`config.mk`:
```
export PLATFORM = sky130hd
export DESIGN_NAME = tank_bullet_pool_flat
export DESIGN_NICKNAME = d
export VERILOG_FILES = /design/src/rtl/tank_bullet_pool_if.sv /design/src/rtl/tank_bullet_pool.sv /design/src/flat_wrapper.sv
export SDC_FILE = /design/constraint.sdc
export NUM_CORES = 1
export LEC_CHECK = 0
export CAP_MARGIN = 20
export CORE_MARGIN = 3
export CORE_UTILIZATION = 25
export CTS_CLUSTER_SIZE = 14
export DETAILED_ROUTE_END_ITERATION = 10
export HOLD_SLACK_MARGIN = 0.08
export SLEW_MARGIN = 20
export SYNTH_ARGS = -nofsm -noshare
export SYNTH_HDL_FRONTEND = slang
export SYNTH_SLANG_ARGS = --single-unit
```
`constraint.sdc`:
```
create_clock -name frame_clk -period 4.35 [get_ports frame_clk]
set_input_delay 0.87 -clock frame_clk [delete_from_list [all_inputs] [get_ports frame_clk]]
set_output_delay 0.87 -clock frame_clk [all_outputs]
set_load 0.01 [all_outputs]
```
`src/rtl/tank_bullet_pool_if.sv`:
```
// Purpose: player key/collision inputs and tank + bullet-pool state outputs, bundled per frame.
// Latency: pure wiring; the pool registers everything it drives onto this bundle.
// Backpressure: none; the pool consumes one keycode/hit_clear sample every frame.
interface tank_bullet_pool_if #(
  parameter int NUM_BULLETS = 4
);
  logic [7:0]               keycode;
  logic [NUM_BULLETS-1:0]   hit_clear;
  logic [9:0]               tank_x;
  logic [9:0]               tank_y;
  logic [3:0]               tank_dir;
  logic [NUM_BULLETS-1:0]   bullet_active;
  logic [10*NUM_BULLETS-1:0] bullet_x;
  logic [10*NUM_BULLETS-1:0] bullet_y;
  logic [4*NUM_BULLETS-1:0] bullet_dir;
  logic                     fire_event;

  // Keyboard / collision side.
  modport master (
    output keycode, hit_clear,
    input  tank_x, tank_y, tank_dir, bullet_active, bullet_x, bullet_y, bullet_dir, fire_event
  );

  // Tank and bullet pool side.
  modport slave (
    input  keycode, hit_clear,
    output tank_x, tank_y, tank_dir, bullet_active, bullet_x, bullet_y, bullet_dir, fire_event
  );
endinterface

```
`src/rtl/tank_bullet_pool.sv`:
```
// Purpose: tank movement plus a fixed pool of bullet slots with shot cooldown; define TANK_AUTOFIRE_EN for held-key repeat fire.
// Latency: all outputs registered; inputs sampled in frame N are reflected on the outputs right after that frame's edge.
// Backpressure: none; a shot that cannot be placed (cooldown, full pool, off-field spawn) is dropped, never queued.
module tank_bullet_pool #(
  parameter int NUM_BULLETS  = 4,
  parameter int STEP         = 2,
  parameter int BULLET_SPEED = 4,
  parameter int COOLDOWN     = 8,
  parameter int X_MIN        = 80,
  parameter int X_MAX        = 527,
  parameter int Y_MIN        = 0,
  parameter int Y_MAX        = 447,
  parameter int X_RESET      = 320,
  parameter int Y_RESET      = 240
) (
  input  logic              frame_clk,
  input  logic              Reset,
  tank_bullet_pool_if.slave bus
);

  localparam logic [7:0] KEY_UP    = 8'h1A;
  localparam logic [7:0] KEY_DOWN  = 8'h16;
  localparam logic [7:0] KEY_LEFT  = 8'h04;
  localparam logic [7:0] KEY_RIGHT = 8'h07;
  localparam logic [7:0] KEY_FIRE  = 8'h2C;

  localparam logic [3:0] DIR_UP    = 4'b0001;
  localparam logic [3:0] DIR_DOWN  = 4'b0010;
  localparam logic [3:0] DIR_LEFT  = 4'b0100;
  localparam logic [3:0] DIR_RIGHT = 4'b1000;

  localparam int CD_W = (COOLDOWN < 1) ? 1 : $clog2(COOLDOWN + 1);

  // Candidate positions are computed in 12-bit signed so that e.g. y-4 at y=2
  // becomes negative and fails the bounds test instead of wrapping to ~1020.
  typedef logic signed [11:0] coord_t;

  localparam coord_t XMIN_S  = coord_t'(X_MIN);
  localparam coord_t XMAX_S  = coord_t'(X_MAX);
  localparam coord_t YMIN_S  = coord_t'(Y_MIN);
  localparam coord_t YMAX_S  = coord_t'(Y_MAX);
  localparam coord_t STEP_S  = coord_t'(STEP);
  localparam coord_t SPEED_S = coord_t'(BULLET_SPEED);

  typedef struct packed {
    logic       active;
    logic [3:0] dir;
    logic [9:0] x;
    logic [9:0] y;
  } bullet_t;

  function automatic coord_t widen(input logic [9:0] v);
    return $signed({2'b00, v});
  endfunction

  function automatic logic in_field(input coord_t x, input coord_t y);
    return (x >= XMIN_S) && (x <= XMAX_S) && (y >= YMIN_S) && (y <= YMAX_S);
  endfunction

  // One frame of flight for a live bullet: move it, or retire it in place if
  // the next point would leave the field.
  function automatic bullet_t advance(input bullet_t b);
    coord_t  nx;
    coord_t  ny;
    bullet_t r;
    nx = widen(b.x);
    ny = widen(b.y);
    case (b.dir)
      DIR_DOWN:  ny = ny + SPEED_S;
      DIR_LEFT:  nx = nx - SPEED_S;
      DIR_RIGHT: nx = nx + SPEED_S;
      default:   ny = ny - SPEED_S;
    endcase
    r = b;
    if (in_field(nx, ny)) begin
      r.x = nx[9:0];
      r.y = ny[9:0];
    end else begin
      r.active = 1'b0;
    end
    return r;
  endfunction

  // ---------------------------------------------------------------- state
  logic [9:0]      tank_x_q;
  logic [9:0]      tank_y_q;
  logic [3:0]      tank_dir_q;
  logic [CD_W-1:0] cd_q;
  logic            prev_fire_q;
  logic            fire_event_q;
  bullet_t         slot_q   [NUM_BULLETS];
  bullet_t         slot_nxt [NUM_BULLETS];

  // ---------------------------------------------------------------- tank
  coord_t     tank_mx;
  coord_t     tank_my;
  logic [3:0] tank_dir_nxt;
  logic [9:0] tank_x_nxt;
  logic [9:0] tank_y_nxt;

  // Candidate move from the key; the facing turns even if the move is refused.
  always_comb begin
    tank_dir_nxt = tank_dir_q;
    tank_mx      = widen(tank_x_q);
    tank_my      = widen(tank_y_q);
    case (bus.keycode)
      KEY_UP: begin
        tank_dir_nxt = DIR_UP;
        tank_my      = widen(tank_y_q) - STEP_S;
      end
      KEY_DOWN: begin
        tank_dir_nxt = DIR_DOWN;
        tank_my      = widen(tank_y_q) + STEP_S;
      end
      KEY_LEFT: begin
        tank_dir_nxt = DIR_LEFT;
        tank_mx      = widen(tank_x_q) - STEP_S;
      end
      KEY_RIGHT: begin
        tank_dir_nxt = DIR_RIGHT;
        tank_mx      = widen(tank_x_q) + STEP_S;
      end
      default: ;
    endcase
    if (in_field(tank_mx, tank_my)) begin
      tank_x_nxt = tank_mx[9:0];
      tank_y_nxt = tank_my[9:0];
    end else begin
      tank_x_nxt = tank_x_q;
      tank_y_nxt = tank_y_q;
    end
  end

  // ---------------------------------------------------------------- fire request
  logic fire_key;
  logic fire_req;

  assign fire_key = (bus.keycode == KEY_FIRE);

`ifdef TANK_AUTOFIRE_EN
  // Held fire key asks for a shot every frame; cooldown sets the repeat rate.
  assign fire_req = fire_key;
`else
  // Only the press edge asks for a shot; prev_fire_q comes out of reset set so
  // a key already held at reset must be released first.
  assign fire_req = fire_key && !prev_fire_q;
`endif

  // ---------------------------------------------------------------- spawn point
  coord_t spawn_x;
  coord_t spawn_y;

  // Just outside the 32x32 tank body, centred on the side it faces, from the pre-move position.
  always_comb begin
    spawn_x = widen(tank_x_q) + coord_t'(12);
    spawn_y = widen(tank_y_q) + coord_t'(12);
    case (tank_dir_q)
      DIR_DOWN:  spawn_y = widen(tank_y_q) + coord_t'(32);
      DIR_LEFT:  spawn_x = widen(tank_x_q) - coord_t'(8);
      DIR_RIGHT: spawn_x = widen(tank_x_q) + coord_t'(32);
      default:   spawn_y = widen(tank_y_q) - coord_t'(8);
    endcase
  end

  // ---------------------------------------------------------------- slot allocation
  logic [NUM_BULLETS-1:0] pick_vec;
  logic                   picked;
  logic                   shot_ok;

  // Lowest-index slot already free at the start of the frame; a slot being
  // retired this frame is still active here, so it cannot be reused until next frame.
  always_comb begin
    pick_vec = '0;
    picked   = 1'b0;
    for (int i = 0; i < NUM_BULLETS; i++) begin
      if (!slot_q[i].active && !picked) begin
        pick_vec[i] = 1'b1;
        picked      = 1'b1;
      end
    end
  end

  assign shot_ok = fire_req && (cd_q == '0) && picked && in_field(spawn_x, spawn_y);

  // Per slot: load a new shot, honour a kill request, or fly/retire the bullet.
  always_comb begin
    for (int i = 0; i < NUM_BULLETS; i++) begin
      slot_nxt[i] = slot_q[i];
      if (!slot_q[i].active) begin
        if (shot_ok && pick_vec[i]) begin
          slot_nxt[i] = '{active: 1'b1, dir: tank_dir_q, x: spawn_x[9:0], y: spawn_y[9:0]};
        end
      end else if (bus.hit_clear[i]) begin
        slot_nxt[i].active = 1'b0;
      end else begin
        slot_nxt[i] = advance(slot_q[i]);
      end
    end
  end

  // ---------------------------------------------------------------- registers
  // Frame-rate state update; Reset wins over any move, shot or hit in the same frame.
  always_ff @(posedge frame_clk) begin
    if (Reset) begin
      tank_x_q     <= 10'(X_RESET);
      tank_y_q     <= 10'(Y_RESET);
      tank_dir_q   <= DIR_UP;
      cd_q         <= '0;
      prev_fire_q  <= 1'b1;
      fire_event_q <= 1'b0;
      for (int i = 0; i < NUM_BULLETS; i++) begin
        slot_q[i] <= '{active: 1'b0, dir: DIR_UP, x: 10'd0, y: 10'd0};
      end
    end else begin
      tank_x_q     <= tank_x_nxt;
      tank_y_q     <= tank_y_nxt;
      tank_dir_q   <= tank_dir_nxt;
      prev_fire_q  <= fire_key;
      fire_event_q <= shot_ok;
      if (shot_ok) begin
        cd_q <= CD_W'(COOLDOWN);
      end else if (cd_q != '0) begin
        cd_q <= cd_q - CD_W'(1);
      end
      for (int i = 0; i < NUM_BULLETS; i++) begin
        slot_q[i] <= slot_nxt[i];
      end
    end
  end

  // ---------------------------------------------------------------- outputs
  assign bus.tank_x     = tank_x_q;
  assign bus.tank_y     = tank_y_q;
  assign bus.tank_dir   = tank_dir_q;
  assign bus.fire_event = fire_event_q;

  for (genvar g = 0; g < NUM_BULLETS; g++) begin : g_out
    assign bus.bullet_active[g]       = slot_q[g].active;
    assign bus.bullet_x[10*g +: 10]   = slot_q[g].x;
    assign bus.bullet_y[10*g +: 10]   = slot_q[g].y;
    assign bus.bullet_dir[4*g +: 4]   = slot_q[g].dir;
  end

endmodule

```
`src/flat_wrapper.sv`:
```
// flat-port wrapper written by rule: the top's interface ports become plain ports
module tank_bullet_pool_flat 
#(
  parameter int NUM_BULLETS  = 4,
  parameter int STEP         = 2,
  parameter int BULLET_SPEED = 4,
  parameter int COOLDOWN     = 8,
  parameter int X_MIN        = 80,
  parameter int X_MAX        = 527,
  parameter int Y_MIN        = 0,
  parameter int Y_MAX        = 447,
  parameter int X_RESET      = 320,
  parameter int Y_RESET      = 240
)
  (frame_clk, Reset, bus_keycode, bus_hit_clear, bus_tank_x, bus_tank_y, bus_tank_dir, bus_bullet_active, bus_bullet_x, bus_bullet_y, bus_bullet_dir, bus_fire_event);
  tank_bullet_pool_if #(.NUM_BULLETS(NUM_BULLETS)) bus_i ();
  input  logic frame_clk;
  input  logic Reset;
  input wire logic [$bits(bus_i.keycode)-1:0] bus_keycode;
  input wire logic [$bits(bus_i.hit_clear)-1:0] bus_hit_clear;
  output wire logic [$bits(bus_i.tank_x)-1:0] bus_tank_x;
  output wire logic [$bits(bus_i.tank_y)-1:0] bus_tank_y;
  output wire logic [$bits(bus_i.tank_dir)-1:0] bus_tank_dir;
  output wire logic [$bits(bus_i.bullet_active)-1:0] bus_bullet_active;
  output wire logic [$bits(bus_i.bullet_x)-1:0] bus_bullet_x;
  output wire logic [$bits(bus_i.bullet_y)-1:0] bus_bullet_y;
  output wire logic [$bits(bus_i.bullet_dir)-1:0] bus_bullet_dir;
  output wire logic [$bits(bus_i.fire_event)-1:0] bus_fire_event;
  assign bus_i.keycode = bus_keycode;
  assign bus_i.hit_clear = bus_hit_clear;
  assign bus_tank_x = bus_i.tank_x;
  assign bus_tank_y = bus_i.tank_y;
  assign bus_tank_dir = bus_i.tank_dir;
  assign bus_bullet_active = bus_i.bullet_active;
  assign bus_bullet_x = bus_i.bullet_x;
  assign bus_bullet_y = bus_i.bullet_y;
  assign bus_bullet_dir = bus_i.bullet_dir;
  assign bus_fire_event = bus_i.fire_event;
  tank_bullet_pool #(.NUM_BULLETS(NUM_BULLETS), .STEP(STEP), .BULLET_SPEED(BULLET_SPEED), .COOLDOWN(COOLDOWN), .X_MIN(X_MIN), .X_MAX(X_MAX), .Y_MIN(Y_MIN), .Y_MAX(Y_MAX), .X_RESET(X_RESET), .Y_RESET(Y_RESET)) u_core (.frame_clk(frame_clk), .Reset(Reset), .bus(bus_i));
endmodule
```
# == Word level (Yosys, flattened, before mapping) ==
# Memories as Yosys holds them, arrays and structs flattened.
# Cells that the tools add are included.
# word_totals
wordCells,197
output_inout_bits,125
mem_bits_rw,100
mem_bits_ro,0
in_bits,14
n_memories,1
register_bits,30
latch_bits,0
# mem_list
name,depth,word_bits,rd,rd_ports_with_merged_regs,wr,line,rtl
u_core.slot_q,4,25,4,0,4,tank_bullet_pool.sv:91,bullet_t slot_q [NUM_BULLETS];
# classes
eq_ne,20
n_div,0
addsub,27
mux,69
reduce_logical,45
magnitude_cmp,24
n_mul,0
shifts,0
bitwise,4
# ops
op,n
two-way mux 25 bit,12
case mux 12 bit (2 select lines),12
two-way mux 12 bit,16
two-way mux 20 bit,8
adder 10 x 3 -> 11 bit (second input constant),8
subtractor 10 x 3 -> 11 bit (second input constant),8
greater-or-equal comparator 12 x 1 -> 1 bit (second input constant),6
greater-or-equal comparator 12 x 8 -> 1 bit (second input constant),6
less-or-equal comparator 12 x 10 -> 1 bit (second input constant),6
less-or-equal comparator 12 x 11 -> 1 bit (second input constant),6
logical AND 1 bit,29
adder 10 x 2 -> 11 bit (second input constant),2
adder 10 x 4 -> 11 bit (second input constant),2
adder 10 x 6 -> 11 bit (second input constant),2
subtractor 10 x 2 -> 11 bit (second input constant),2
subtractor 10 x 4 -> 11 bit (second input constant),2
equality test 4 x 2 -> 1 bit (second input constant),5
equality test 4 x 3 -> 1 bit (second input constant),5
equality test 4 bit (second input constant),5
two-way mux 1 bit,18
equality test 8 x 3 -> 1 bit (second input constant),2
equality test 8 x 5 -> 1 bit (second input constant),2
case mux 4 bit (4 select lines),1
OR reduction 2 bit,6
other kinds (8),18

# == Depth between registers and ports, before layout ==
# An unclocked memory read counts as a cell.
# logic_depth
ltp_word,16
depth_mapped,15

# == Least setup slack after synthesis ==
# No wires, ideal clock.
# synth_timing
path_kind,input port to flip-flop
from,in bus_keycode[4]
to,reg u_core.tank_x_q[4] (netlist: u_core.bus.tank_x[4])
arrival_ns,3.794
stages,11
slack_ns,0.465
required_time_ns,4.259
cell_sequence,or3b_2 > clkbuf_1 > nor3_1 > a32oi_1 > xnor2_1 > nor4_1 > mux2i_1 > nor2_1 > clkbuf_1 > nor2_1 > a311oi_1
# synth_between
elab_chain_cells,6
# synth_lines
item,line,rtl
"start, declared",flat_wrapper.sv:19,input wire logic [$bits(bus_i.keycode)-1:0] bus_keycode;
equality test 8 x 3 -> 1 bit (on tied branches),n/a,
case mux 12 bit (2 select lines),tank_bullet_pool.sv:106,case (bus.keycode)
greater-or-equal comparator 12 x 8 -> 1 bit / less-or-equal comparator 12 x 11 -> 1 bit (equally long branches),tank_bullet_pool.sv:57,return (x >= XMIN_S) && (x <= XMAX_S) && (y >= YMIN_S) && (y <= YMAX_S);
logical AND 1 bit (3 in a row),tank_bullet_pool.sv:57,
"end signal, assigned",tank_bullet_pool.sv:205,tank_x_q <= 10'(X_RESET);
"end signal, assigned",tank_bullet_pool.sv:215,tank_x_q <= tank_x_nxt;
"end, declared",tank_bullet_pool.sv:85,logic [9:0] tank_x_q;
# Several ways; a longest one is shown, not always the timed one.
# A chain may end at the register's enable or synchronous reset.

==> results.toml <==
[global_routing]
grt_max_degree = 57
grt.total_usage_pct = 17.1
grt_pass1_vias = 10200
grt_first_pass_wirelength_um = 57800
grt_overflow = 0
antenna_found_initial = 0

[sta]
period_needed_ps = 4000
finalHoldViolCount = 0
rsz0062_at_grt = "false"
fmax_mhz = 250
fin_setup_tns_ps = 0
drv_slew = 0
timing.max_slew.rel_slack_pct = 36.0
max_slew.worst_pin.slew_ps = 955
whs_ps = 465
skew_ps = 12.4
setup_viol = 0
fin_crit_sh_pct = 91.9

[route]
drtIter0Drc = 811
vias_per_cell = 5.55
postRouteWirelength_um = 37200
wl_per_cell_um = 18.6
drc = 0
vias = 11100
dr.pass1.iters = 6
antenna_left = 0

[clock_network]
path_clk_slew_ps = 60
clkSinkCount = 120
cts_resized = 0
cts_hold_buf = 0
clock-root-buffer = "clkbuf_16"
worstSkewPairLatency_ps = 430
postCtsSetupBuffers = 0
cts_tree = "yes"
numCtsBuffers = 17
cts_buffer_depth = 2
htreeDepth = 4

[logic_synthesis]
synth_area_um2 = 9900
synth-compound-area-share_pct = 25.4
async_flop_share_pct = 0
postSynthCellCount = 1355
yosys_warnings = 0
muxShareOfSynthArea_pct = 3.10
ys_seq_area_share_pct = 24.3
yosys.area_share.simple_pct = 30.8
synth_ff_type = "dfxtp_1"
synth_top_family_by_area = "simple AND/OR/NAND/NOR gates"
ys_ff_latch = 120
ys_types = 84
synth_fa_ha_area_share_pct = 4.93
synth_edf_count = 0
avgSynthCellArea_um2 = 7.31
synth_xor_area_share_pct = 4.32

[critical_path]
slowest_stage = "or4_1"
critical_path_class = "reg2reg"
crit_fanout = 11
cp-startpoint = "u_core.bus.tank_dir[3]"
rrSetupSlack_ps = 350
r2r-start = "u_core.bus.tank_dir[3]"
cp.required_ps = 4690
critPathArrivalTime_ps = 4340
cpLargestDelayFamily = "compound AO/OA/AOI/OAI gates"
start_kind = "flip-flop"
crit_path_max_incr_delay_ps = 700
cp_cell_sequence = "buf_4, xor2_2, nand2_1, a221oi_2, o21ai_1, o41a_1, or4_1, buf_4, nor2_1, buf_4, a221oi_1, a211oi_1"
cpMostUsedCell = "buf_4"
critPathCaptureType = "flip-flop"
cp_num_buf_inv = 3

[pwr]
p_per_area_nw_per_um2 = 219
p_leak_nw = 4.49
peakVddDrop_uv = 277

[floorplanning]
fp-row-count = 72
start_util_pct = 25.4
design.core.area_um2 = 38900
die_w_um = 205
io_pins = 139
dieArea_um2 = 42000
die_y_um = 205

[layout]
drive_gt1_share_pct = 9.43
fillCellCount = 4165
mostFrequentLayoutCells = "clkdlybuf4s50_1, dfxtp_1, nand2_1, nor2_1, a21oi_1"
num-nets-final = 1524
final_common_cell = "clkdlybuf4s50_1"
n_antenna_cell = 0
area_growth_pct = 27.1

[worst_hold_path]
hold_path_class = "reg2reg"
worstHoldStart = "u_core.slot_q[2][11]"

[placement]
place.gp.congestion = 0.899
dpl.hpwl_um = 27900
portBuffers = 128

[run]
cap_viol_max_count = 0

[status]
status = "completed"
==> synth_stat cells (16+ instances only) <==
library cell | instances | share of area [%]
nor2_1 | 118 | 4.5
buf_2 | 16 | 0.81
nand2_1 | 119 | 4.5
a221oi_1 | 19 | 1.7
a22oi_1 | 21 | 1.6
and3_1 | 31 | 2.0
and2_1 | 17 | 1.1
a211oi_1 | 21 | 1.6
xnor2_1 | 32 | 2.8
nor4_1 | 26 | 1.6
nand3_1 | 59 | 3.0
a21oi_1 | 93 | 4.7
dfxtp_1 | 120 | 24
mux2i_1 | 25 | 2.5
nor3_1 | 56 | 2.8
inv_1 | 58 | 2.2
clkbuf_1 | 78 | 3.0
ha_1 | 39 | 4.9
o21ai_0 | 59 | 3.0
a31oi_1 | 24 | 1.5
nand4_1 | 24 | 1.5
or3_1 | 22 | 1.4
==> per-layer routing <==
metal / vias up / track usage [%] / share of wire, %
met1: 5317 / 23.4 / 45
met3: 59 / 3.59 / 7.7
li1: 5284 / - / -
met2: 458 / 26.7 / 45
met4: 0 / 5.71 / 2.8
met5: - / 0 / 0
==> power by group <==
group,switching [mW],internal (mW),total [mW]
Sequential,0.0128,1.12,1.13
Combinational,0.102,0.0663,0.169
Clock,0.588,0.874,1.46
Total,0.703,2.06,2.76
==> stage by stage <==
step                instance area [µm²]  setup WS (ps)  power (mW)  utilization, %  instances
floorplan                          9940            465        1.27               -       1364
global placement                  12000            103        1.31            30.8       1970
global route                      12600            158        2.85            32.3       2002
finish                            12600            353        2.76            32.3       2002
detailed placement                12000           90.9        1.32            30.8       1970
CTS                               12600            404        2.78            32.3       2002
==> cells by family (layout without fill, tap and decap cells) <==
| kind of cell | count (synthesis) | count (layout) |
|---|---|---|
| other cells | 1 | 10 |
| compound gates | 374 | 374 |
| flops | 120 | 120 |
| mux | 30 | 30 |
| xor+xnor | 48 | 48 |
| simple gates | 574 | 574 |
| buf+inv | 169 | 289 |
| fa+ha+maj | 39 | 39 |
==> path summary, 6_finish.rpt <==
path / cells after the start / endpoint
worst max-delay path: 12 / u_core.slot_q[0][12]
worst min-delay path: 2 / u_core.slot_q[2][11]
worst max register to register: 12 / u_core.slot_q[0][12]
worst min register to register: 2 / u_core.slot_q[2][11]
==> worst reg2reg max path: stages, from the launching register on <==
cell	delay (ps)
dfxtp_1	490
buf_4	290
xor2_2	350
nand2_1	190
a221oi_2	400
o21ai_1	150
o41a_1	490
or4_1	710
buf_4	190
nor2_1	80
buf_4	220
a221oi_1	110
a211oi_1	240
==> sequential cells by signal, summed over array words and instances (netlist names) <==
signal	count
u_core.bus.fire_event	1
u_core.cd_q	4
u_core.bus.tank_y	9
u_core.bus.tank_dir	4
u_core.prev_fire_q	1
u_core.slot_q	92
u_core.bus.tank_x	9
==> cell type report <==
cell class	instances	area, µm²	share of cell area (%)
clock buffers	18	439	3.49
clock inverters	14	161	1.28
inverters	58	218	1.73
multi-input cells	1075	6830	54.3
flip-flops and latches	120	2400	19.1
well taps	518	648	5.15
repair buffers	199	1890	15.0
Power figures use the tool's default switching activity.
